--- src/rtl/lsu_pkg.sv ---
// lsu_pkg: shared definitions for the memory-stage load/store controller.
//   - RV32I funct3 encodings for load/store size and sign
//   - controller state encoding
//   - default REQ timeout, in cycles
package lsu_pkg;

  localparam logic [2:0] F3_B  = 3'b000;
  localparam logic [2:0] F3_H  = 3'b001;
  localparam logic [2:0] F3_W  = 3'b010;
  localparam logic [2:0] F3_BU = 3'b100;
  localparam logic [2:0] F3_HU = 3'b101;

  localparam int unsigned LSU_TIMEOUT = 16;

  typedef enum logic [1:0] {
    IDLE = 2'd0,
    REQ  = 2'd1,
    DONE = 2'd2
  } lsu_state_e;

endpackage

--- src/rtl/lsu_fmt.sv ---
// lsu_fmt: purely combinational access formatter.
// Ports:
//   i_is_store  1 = store access, 0 = load access
//   i_funct3    RV32I size/sign encoding
//   i_addr_lo   byte offset within the word
//   i_wdata     right-aligned store data
//   i_rdata     raw word returned by memory
//   o_ok        funct3 legal for this direction and address aligned
//   o_wstrb     byte-lane strobes (0 for loads)
//   o_wdata     lane-replicated store data (0 for loads)
//   o_rdata     extracted and extended load data (0 for stores)
module lsu_fmt
  import lsu_pkg::*;
(
  input  logic        i_is_store,
  input  logic [2:0]  i_funct3,
  input  logic [1:0]  i_addr_lo,
  input  logic [31:0] i_wdata,
  input  logic [31:0] i_rdata,
  output logic        o_ok,
  output logic [3:0]  o_wstrb,
  output logic [31:0] o_wdata,
  output logic [31:0] o_rdata
);

  logic [7:0]  w_byte;
  logic [15:0] w_half;

  // Select the addressed byte and halfword lanes of the returned word.
  always_comb begin
    w_byte = 8'd0;
    case (i_addr_lo)
      2'd0:    w_byte = i_rdata[7:0];
      2'd1:    w_byte = i_rdata[15:8];
      2'd2:    w_byte = i_rdata[23:16];
      2'd3:    w_byte = i_rdata[31:24];
      default: w_byte = i_rdata[7:0];
    endcase
    if (i_addr_lo[1]) begin
      w_half = i_rdata[31:16];
    end else begin
      w_half = i_rdata[15:0];
    end
  end

  // Legality/alignment check, store strobes and replication, load extension.
  always_comb begin
    o_ok    = 1'b0;
    o_wstrb = 4'b0000;
    o_wdata = 32'd0;
    o_rdata = 32'd0;
    case (i_funct3)
      F3_B: begin
        o_ok = 1'b1;
        if (i_is_store) begin
          o_wstrb = 4'b0001 << i_addr_lo;
          o_wdata = {4{i_wdata[7:0]}};
        end else begin
          o_rdata = {{24{w_byte[7]}}, w_byte};
        end
      end
      F3_H: begin
        o_ok = ~i_addr_lo[0];
        if (i_is_store) begin
          o_wstrb = 4'b0011 << {i_addr_lo[1], 1'b0};
          o_wdata = {2{i_wdata[15:0]}};
        end else begin
          o_rdata = {{16{w_half[15]}}, w_half};
        end
      end
      F3_W: begin
        o_ok = (i_addr_lo == 2'b00);
        if (i_is_store) begin
          o_wstrb = 4'b1111;
          o_wdata = i_wdata;
        end else begin
          o_rdata = i_rdata;
        end
      end
      F3_BU: begin
        // Unsigned variants exist only for loads.
        if (i_is_store) begin
          o_ok = 1'b0;
        end else begin
          o_ok    = 1'b1;
          o_rdata = {24'd0, w_byte};
        end
      end
      F3_HU: begin
        if (i_is_store) begin
          o_ok = 1'b0;
        end else begin
          o_ok    = ~i_addr_lo[0];
          o_rdata = {16'd0, w_half};
        end
      end
      default: begin
        o_ok = 1'b0;
      end
    endcase
  end

endmodule

--- src/rtl/lsu_ctrl.sv ---
// lsu_ctrl: memory-stage load/store controller.
// Ports:
//   clk, rst            clock; asynchronous active-low reset
//   rd_enMW, wr_enMW    load/store request of the instruction in MW (store wins)
//   funct3MW, addrMW    access size/sign and byte address
//   wdataMW             right-aligned store data
//   mem_valid/mem_we/mem_addr/mem_wdata/mem_wstrb   request to data memory
//   mem_ready, mem_rdata                              response from data memory
//   rdata_out           formatted load data, valid in DONE
//   lsu_stall           holds PC and pipeline buffers while an access is pending
//   misalign_err        one-cycle pulse for misaligned / illegal-funct3 access
//   bus_err             one-cycle pulse in DONE when the access timed out
module lsu_ctrl
  import lsu_pkg::*;
#(
  parameter int unsigned ADDR_W  = 32,
  parameter int unsigned DATA_W  = 32,
  parameter int unsigned TIMEOUT = LSU_TIMEOUT
) (
  input  logic              clk,
  input  logic              rst,
  input  logic              rd_enMW,
  input  logic              wr_enMW,
  input  logic [2:0]        funct3MW,
  input  logic [ADDR_W-1:0] addrMW,
  input  logic [DATA_W-1:0] wdataMW,
  output logic              mem_valid,
  output logic              mem_we,
  output logic [ADDR_W-1:0] mem_addr,
  output logic [DATA_W-1:0] mem_wdata,
  output logic [3:0]        mem_wstrb,
  input  logic              mem_ready,
  input  logic [DATA_W-1:0] mem_rdata,
  output logic [DATA_W-1:0] rdata_out,
  output logic              lsu_stall,
  output logic              misalign_err,
  output logic              bus_err
);

  localparam int unsigned CNT_W = (TIMEOUT > 1) ? $clog2(TIMEOUT) : 1;

  lsu_state_e        r_state;
  lsu_state_e        w_state_nxt;
  logic [CNT_W-1:0]  r_cnt;
  logic [ADDR_W-1:0] r_addr;
  logic              r_we;
  logic [2:0]        r_funct3;
  logic [3:0]        r_wstrb;
  logic [DATA_W-1:0] r_wdata;
  logic [DATA_W-1:0] r_rdata;
  logic              r_bus_err;

  logic              w_req;
  logic              w_we;
  logic              w_ok;
  logic              w_capture;
  logic              w_complete;
  logic              w_timeout;
  logic              w_stall;
  logic              w_misalign;
  logic [2:0]        w_ld_f3;
  logic [1:0]        w_ld_lo;

  logic              w_st_ok;
  logic [3:0]        w_st_wstrb;
  logic [DATA_W-1:0] w_st_wdata;
  logic [DATA_W-1:0] w_st_rdata;
  logic              w_ld_ok;
  logic [3:0]        w_ld_wstrb;
  logic [DATA_W-1:0] w_ld_wdata;
  logic [DATA_W-1:0] w_ld_rdata;

  assign w_req = rd_enMW | wr_enMW;
  assign w_we  = wr_enMW;

  // The load formatter checks the incoming load while IDLE; once the access
  // is in flight it extracts mem_rdata using the captured size and offset.
  assign w_ld_f3 = (r_state == IDLE) ? funct3MW     : r_funct3;
  assign w_ld_lo = (r_state == IDLE) ? addrMW[1:0]  : r_addr[1:0];

  lsu_fmt u_fmt_st (
    .i_is_store (1'b1),
    .i_funct3   (funct3MW),
    .i_addr_lo  (addrMW[1:0]),
    .i_wdata    (wdataMW),
    .i_rdata    (mem_rdata),
    .o_ok       (w_st_ok),
    .o_wstrb    (w_st_wstrb),
    .o_wdata    (w_st_wdata),
    .o_rdata    (w_st_rdata)
  );

  lsu_fmt u_fmt_ld (
    .i_is_store (1'b0),
    .i_funct3   (w_ld_f3),
    .i_addr_lo  (w_ld_lo),
    .i_wdata    (wdataMW),
    .i_rdata    (mem_rdata),
    .o_ok       (w_ld_ok),
    .o_wstrb    (w_ld_wstrb),
    .o_wdata    (w_ld_wdata),
    .o_rdata    (w_ld_rdata)
  );

  assign w_ok = w_we ? w_st_ok : w_ld_ok;

  // State register.
  always_ff @(posedge clk or negedge rst) begin
    if (!rst) begin
      r_state <= IDLE;
    end else begin
      r_state <= w_state_nxt;
    end
  end

  // Next-state and control decode.
  always_comb begin
    w_state_nxt = r_state;
    w_capture   = 1'b0;
    w_complete  = 1'b0;
    w_timeout   = 1'b0;
    w_stall     = 1'b0;
    w_misalign  = 1'b0;
    case (r_state)
      IDLE: begin
        if (w_req) begin
          if (w_ok) begin
            w_stall     = 1'b1;
            w_capture   = 1'b1;
            w_state_nxt = REQ;
          end else begin
            w_misalign  = 1'b1;
            w_state_nxt = IDLE;
          end
        end else begin
          w_state_nxt = IDLE;
        end
      end
      REQ: begin
        w_stall = 1'b1;
        if (mem_ready) begin
          w_complete  = 1'b1;
          w_state_nxt = DONE;
        end else if (r_cnt == CNT_W'(TIMEOUT - 1)) begin
          w_timeout   = 1'b1;
          w_state_nxt = DONE;
        end else begin
          w_state_nxt = REQ;
        end
      end
      DONE: begin
        w_state_nxt = IDLE;
      end
      default: begin
        w_state_nxt = IDLE;
      end
    endcase
  end

  // Request capture, wait counter, load result and bus-error flag.
  always_ff @(posedge clk or negedge rst) begin
    if (!rst) begin
      r_cnt     <= '0;
      r_addr    <= '0;
      r_we      <= 1'b0;
      r_funct3  <= 3'b000;
      r_wstrb   <= 4'b0000;
      r_wdata   <= '0;
      r_rdata   <= '0;
      r_bus_err <= 1'b0;
    end else begin
      if (w_capture) begin
        r_addr   <= addrMW;
        r_we     <= w_we;
        r_funct3 <= funct3MW;
        r_wstrb  <= w_we ? w_st_wstrb : w_ld_wstrb;
        r_wdata  <= w_we ? w_st_wdata : w_ld_wdata;
      end else begin
        r_addr   <= r_addr;
      end

      if (w_complete) begin
        r_rdata <= r_we ? w_st_rdata : w_ld_rdata;
      end else if (w_timeout) begin
        r_rdata <= '0;
      end else begin
        r_rdata <= r_rdata;
      end

      // Set on the timeout edge so the flag is high exactly for the DONE cycle.
      r_bus_err <= w_timeout;

      if (w_capture || (r_state == DONE)) begin
        r_cnt <= '0;
      end else if ((r_state == REQ) && !w_complete && !w_timeout) begin
        r_cnt <= r_cnt + CNT_W'(1);
      end else begin
        r_cnt <= r_cnt;
      end
    end
  end

  assign mem_valid    = (r_state == REQ);
  assign mem_we       = r_we;
  assign mem_addr     = {r_addr[ADDR_W-1:2], 2'b00};
  assign mem_wdata    = r_wdata;
  assign mem_wstrb    = r_wstrb;
  assign rdata_out    = r_rdata;
  assign bus_err      = r_bus_err;
  // Qualified with rst so the combinational IDLE terms stay low during reset.
  assign lsu_stall    = w_stall & rst;
  assign misalign_err = w_misalign & rst;

endmodule

--- config.mk ---
export PLATFORM = sky130hd
export DESIGN_NAME = lsu_ctrl
export DESIGN_NICKNAME = d
export VERILOG_FILES = /design/src/rtl/lsu_pkg.sv /design/src/rtl/lsu_fmt.sv /design/src/rtl/lsu_ctrl.sv
export SDC_FILE = /design/constraint.sdc
export NUM_CORES = 1
export LEC_CHECK = 0
export CORE_MARGIN = 2
export CORE_UTILIZATION = 40
export DETAILED_ROUTE_END_ITERATION = 16
export GPL_ROUTABILITY_DRIVEN = 0
export PLACE_DENSITY_LB_ADDON = 0.2
export REMOVE_ABC_BUFFERS = 1
export SLEW_MARGIN = 20
export SYNTH_ARGS = -nofsm -noshare
export SYNTH_HDL_FRONTEND = slang
export SYNTH_SLANG_ARGS = --single-unit
export TNS_END_PERCENT = 100
--- constraint.sdc ---
create_clock -name clk -period 3.1 [get_ports clk]
set_clock_uncertainty 0.15 [all_clocks]
set_input_delay 0.465 -clock clk [delete_from_list [all_inputs] [get_ports clk]]
set_output_delay 0.465 -clock clk [all_outputs]
set_load 0.005 [all_outputs]
======== Word level (Yosys, flattened, before mapping) ========
Cells that the tools add are included.
storage, ports and cells
  flip-flop bits (word level) ............. 111
  input port bits ......................... 104
  output and inout bits ................... 105
  logic and storage cells ................. 77
cells by class
  add/subtract/negate cells ............... 1
  equality and inequality tests ........... 12
  shift operators ......................... 2
  muxes and demuxes ....................... 34
  bitwise gates (word level) .............. 5
  reductions and logical operators ........ 14
operator list
  operator             count
  $pmux 32 s5          1
  $mux 32              4
  $pmux 32 s3          1
  $pmux 8 s4           1
  $mux 16              1
  $mux 1               13
  $mux 4               3
  $pmux 4 s3           1
  $mux 2               4
  $eq 2x2->1 const B   3
  $eq 3x1->1 const B   2
  $eq 3x2->1 const B   2
  $eq 3x3->1 const B   2
  $logic_not 2->1      3
  $logic_not 3->1      2
  $pmux 1 s3           2
  $add 4x1->4 const B  1
  $eq 2x1->1 const B   2
  $eq 4x4->1 const B   1
  $pmux 2 s2           1
  $reduce_bool 2->1    2
  $reduce_or 2->1      2
  $shl 1x2->4 const A  1
  $shl 2x2->4 const A  1
  other kinds (8)      12

======== Depth between registers and ports, before layout ========
  depth in word-level cells ............... 11
  depth in mapped cells ................... 9
  gate-level depth less buffers ........... 5

======== Modules after synthesis ========
A second synthesis with hierarchy kept.
unflattened totals
  cell total of the unflattened synthesis .. 825
  area total of the unflattened synthesis .. 8381.8 µm²
by module, submodules not included
  module    times used  cells an instance  area an instance (µm²)  seq. area each (µm²)
  lsu_ctrl  1           383                5634.2                  2777.7
  lsu_fmt   2           221                1373.8                  0.0

======== Worst setup path before layout ========
Ideal clock, no wire load.
  path kind ............................... input port to output port
  start point ............................. input funct3MW[0]
  end point ............................... output lsu_stall
  arrival ................................. 2.223 ns
  path slack .............................. 0.262 ns
  stages on the path ...................... 8
  path through ............................ or4_1 > o31a_2 > o2111a_1 > or2_1 > buf_6 > buf_6 > buf_6 > a21oi_2
on the way
  cells in the longest elaborated chain, start to end .. 9
RTL lines
  what                                line             RTL
  start: declaration                  lsu_ctrl.sv:24   input logic [2:0] funct3MW,
  $mux 3                              lsu_ctrl.sv:78   assign w_ld_f3 = (r_state == IDLE) ? funct3MW : r_funct3;
  $eq 3x1->1 (tied with other cells)  lsu_fmt.sv:52    case (i_funct3)
  $reduce_or 2->1 (no source line)    n/a
  $pmux 1 s3                          lsu_fmt.sv:52
  $mux 1 *                            lsu_ctrl.sv:105  assign w_ok = w_we ? w_st_ok : w_ld_ok;
  $mux 1 *                            lsu_ctrl.sv:127  if (w_ok) begin
  $mux 1 *                            lsu_ctrl.sv:126  if (w_req) begin
  $pmux 1 s2 *                        lsu_ctrl.sv:124  case (r_state)
  $and 1x1->1 *                       lsu_ctrl.sv:211  assign lsu_stall = w_stall & rst;
  end: declaration                    lsu_ctrl.sv:35   output logic lsu_stall,
Every way passes the cells marked *; elsewhere a longest branch is shown, timed or not.

======== Worst setup path in the final report ========
  start point ............................. input funct3MW[1]
  end point ............................... output misalign_err
on the way
  cells in the longest elaborated chain, start to end .. 9
RTL lines
  what                                line             RTL
  $mux 3                              lsu_ctrl.sv:78
  $eq 3x1->1 (tied with other cells)  lsu_fmt.sv:52
  $reduce_or 2->1 (no source line)    n/a
  $pmux 1 s3                          lsu_fmt.sv:52
  $mux 1 *                            lsu_ctrl.sv:105
  $mux 1 *                            lsu_ctrl.sv:127
  $mux 1 *                            lsu_ctrl.sv:126
  $mux 1 *                            lsu_ctrl.sv:124
  $and 1x1->1 *                       lsu_ctrl.sv:212  assign misalign_err = w_misalign & rst;
  end: declaration                    lsu_ctrl.sv:36   output logic misalign_err,
Marks and branches as above.

==> results_dict.tcl <==
set metrics [dict create \
    synth-compound-area-share_pct 21.56 \
    fp-row-count 42 \
    status "completed" \
    synth_edf_count 0 \
    dieHeight_um 120.3 \
    finish.utilization_pct 59.77 \
    area_growth_pct 46.37 \
    port_buffers 206 \
    yosys_warnings 0 \
    clockRootBuffer "clkbuf_16" \
    crit_required_ns 2.48 \
    relSlewSlack_pct 38.66 \
    setup_viol 0 \
    cts_max_path_buffers 2 \
    drv_cap 0 \
    postCtsSetupRepairBufs 0 \
    drc_errors 0 \
    fmax_mhz 332.1 \
    antenna_found_initial 2 \
    clk-insertion-delay-late_ns 0.35 \
    htree_num_levels 3 \
    place_hpwl_mm 10.95 \
    ant_nets 0 \
    syn_avg_cell_area_um2 11.55 \
    grt.overflow.total 0 \
    grt_max_degree 75 \
    syn_inst 468 \
    synth_top_family_by_area "compound AO/OA/AOI/OAI gates" \
    clock_sinks 111 \
    drtIter0Drc 325 \
    dp_slack_ns -0.3513 \
    tns_ns 0 \
    hold_viol_final 0 \
    critPathSlowestCell "clkdlybuf4s50_1" \
    design.die.area_mm2 0.01446 \
    slew_viol_final 0 \
    synthMuxAreaShare_pct 11.29 \
    cp-end-kind "output pin" \
    async_reset_ff_share_pct 100.0 \
    hold_path_class "flop to flop" \
    synth_area_mm2 0.005408 \
    fin_crit_ns 3.011 \
    postRouteWirelength_mm 15.38 \
    critPathTopFamily "buffers and inverters" \
    drive_above_1_share_pct 15.84 \
    grt_pass1_wl_mm 24.31 \
    cp_max_fo 7 \
    num_io_pins 209 \
    ir_drop_v 0.0004775 \
    p_leak_nw 3.402 \
    yosys.area_share.xor_xnor_pct 0 \
    cpPeakStageDelay_ns 0.58 \
    vias 4587 \
    worstMarginPinSlew_ns 0.9201 \
    layout_setup_ws_ns 0.08898 \
    start_util_pct 40.84 \
    worst_setup_path_start_kind "input port" \
    synth-adder-area-share_pct 0.2314 \
    final.fill_count 1114 \
    track_usage_pct 21.42 \
    pwr_density_cell_mw_per_mm2 839.1 \
    wl_per_cell_um 18.29 \
    fin_hold_ws_ns 0.3378 \
    synthSimpleGateAreaFrac_pct 7.219 \
    worstPathCellList "clkdlybuf4s50_1, nor4_2, a21oi_1, o2111a_1, buf_4, nand2b_1, and3_1, dlygate4sd2_1" \
    ys_ff_latch 111 \
    yosysSeqAreaShare_pct 51.37 \
    path_buf_inv 3 \
    clk_pin_slew_ns 0.07 \
    synth_cell_types 55 \
    cts_buffers 9 \
    core_area_mm2 0.01324 \
    dieWidth_um 120.3 \
    crit_arrival_ns 2.40 \
    fin_nets 763 \
    grt_pass1_vias 4794 \
    firstDrtPassIters 8 \
    finalCritPeriodShare_pct 97.13 \
    cts_tree "done" \
    synth_ff_type "dfrtp_1" \
    vias_per_cell 5.454 \
    crit_type "input port to output pin" \
]
## worst paths after layout
kind	from	endpoint	slack (ns)	depth (start not counted)
hold reg to reg	mem_wstrb[2]	mem_wstrb[2]	0.34	1
hold / removal	mem_wstrb[2]	mem_wstrb[2]	0.34	1
max in group asynchronous	rst	r_cnt[0]	0.87	4
min in group asynchronous	rst	r_addr[1]	0.44	2
setup / recovery	funct3MW[1]	misalign_err	0.09	8
setup reg to reg	r_state[1]	r_addr[10]	0.13	6
## state kept, by name, indices dropped and copies added, names as in the netlist
name	flops
rdata_out	32
bus_err	1
mem_we	1
r_addr	32
r_cnt	4
r_funct3	3
r_state	2
mem_wstrb	4
mem_wdata	32
## cells by family after synthesis
group / after synthesis
AOI/OAI and AO/OA: 160
adders and majority gates: 1
buffers and inverters: 79
DFF: 111
muxes: 45
other: 1
and+or+nand+nor: 71
## what timing repair did
item,CTS,global route
pin swaps,1,0
resized for setup,6,1
endpoints found under the hold margin,25,0
hold buffers,1,0
setup endpoints to repair,2,1
## cell usage in the layout (no fill, tap or decap), drive strengths merged, types with 10 or more instances in the layout
| cell type | Yosys | final |
|---|---|---|
| clkdlybuf4s50 | 0 | 201 |
| dfrtp | 111 | 111 |
| a21oi | 45 | 45 |
| buf | 43 | 35 |
| mux2 | 34 | 34 |
| o21ai | 27 | 27 |
| a22o | 24 | 24 |
| nand2 | 17 | 17 |
| inv | 16 | 17 |
| a221o | 16 | 16 |
| a222oi | 14 | 14 |
| clkbuf | 20 | 12 |
| nor2b | 11 | 11 |
| o2bb2ai | 10 | 10 |
## cell type report
class	count	area, µm²	share of cell area [%]
Multi-Input combinational cell	279	2222	28.07
Tap cell	176	220.2	2.782
Inverter	16	60.06	0.7588
Timing Repair Buffer	241	2345	29.62
Sequential cell	111	2778	35.09
Clock buffer	12	256.5	3.241
Antenna cell	2	5.005	0.06323
Clock inverter	4	28.78	0.3636
## per-stage QoR
step	instances	power, W	cell area [µm²]
2_1_floorplan	406	0.003748	5025
3_3_place_gp	822	0.005480	7602
3_5_place_dp	822	0.005551	7602
4_1_cts	839	0.006695	7904
5_1_grt	841	0.007043	7915
6_report	841	0.006642	7915
## layer usage
layer	share of wire (%)	GRT usage [%]
met5	0	0
met4	1.1	5.959
met2	49	35.37
met3	11	9.057
met1	39	25.72
## report_power, final
group	switching (W)	total [W]	leakage, nW	internal (W)
registers	0.000364	0.00239	1.44	0.00203
logic	0.00118	0.00313	1.83	0.00195
clock network	0.000523	0.00111	0.135	0.000591
total	0.00207	0.00664	3.40	0.00457
## cells in the mapped netlist (11+ instances only)
cell type  instances  area [µm²]
a21oi_1           44       220.2
a221o_1           16       160.2
a222oi_1          14       140.1
a22o_1            24       210.2
buf_4             32       240.2
clkbuf_1          20       75.07
dfrtp_1          111        2778
inv_1             16       60.06
mux2_2            26       292.8
nand2_1           17       63.81
nor2b_1           11       68.82
o21ai_0           25       125.1
No activity file was read; power rests on OpenSTA's default activity.
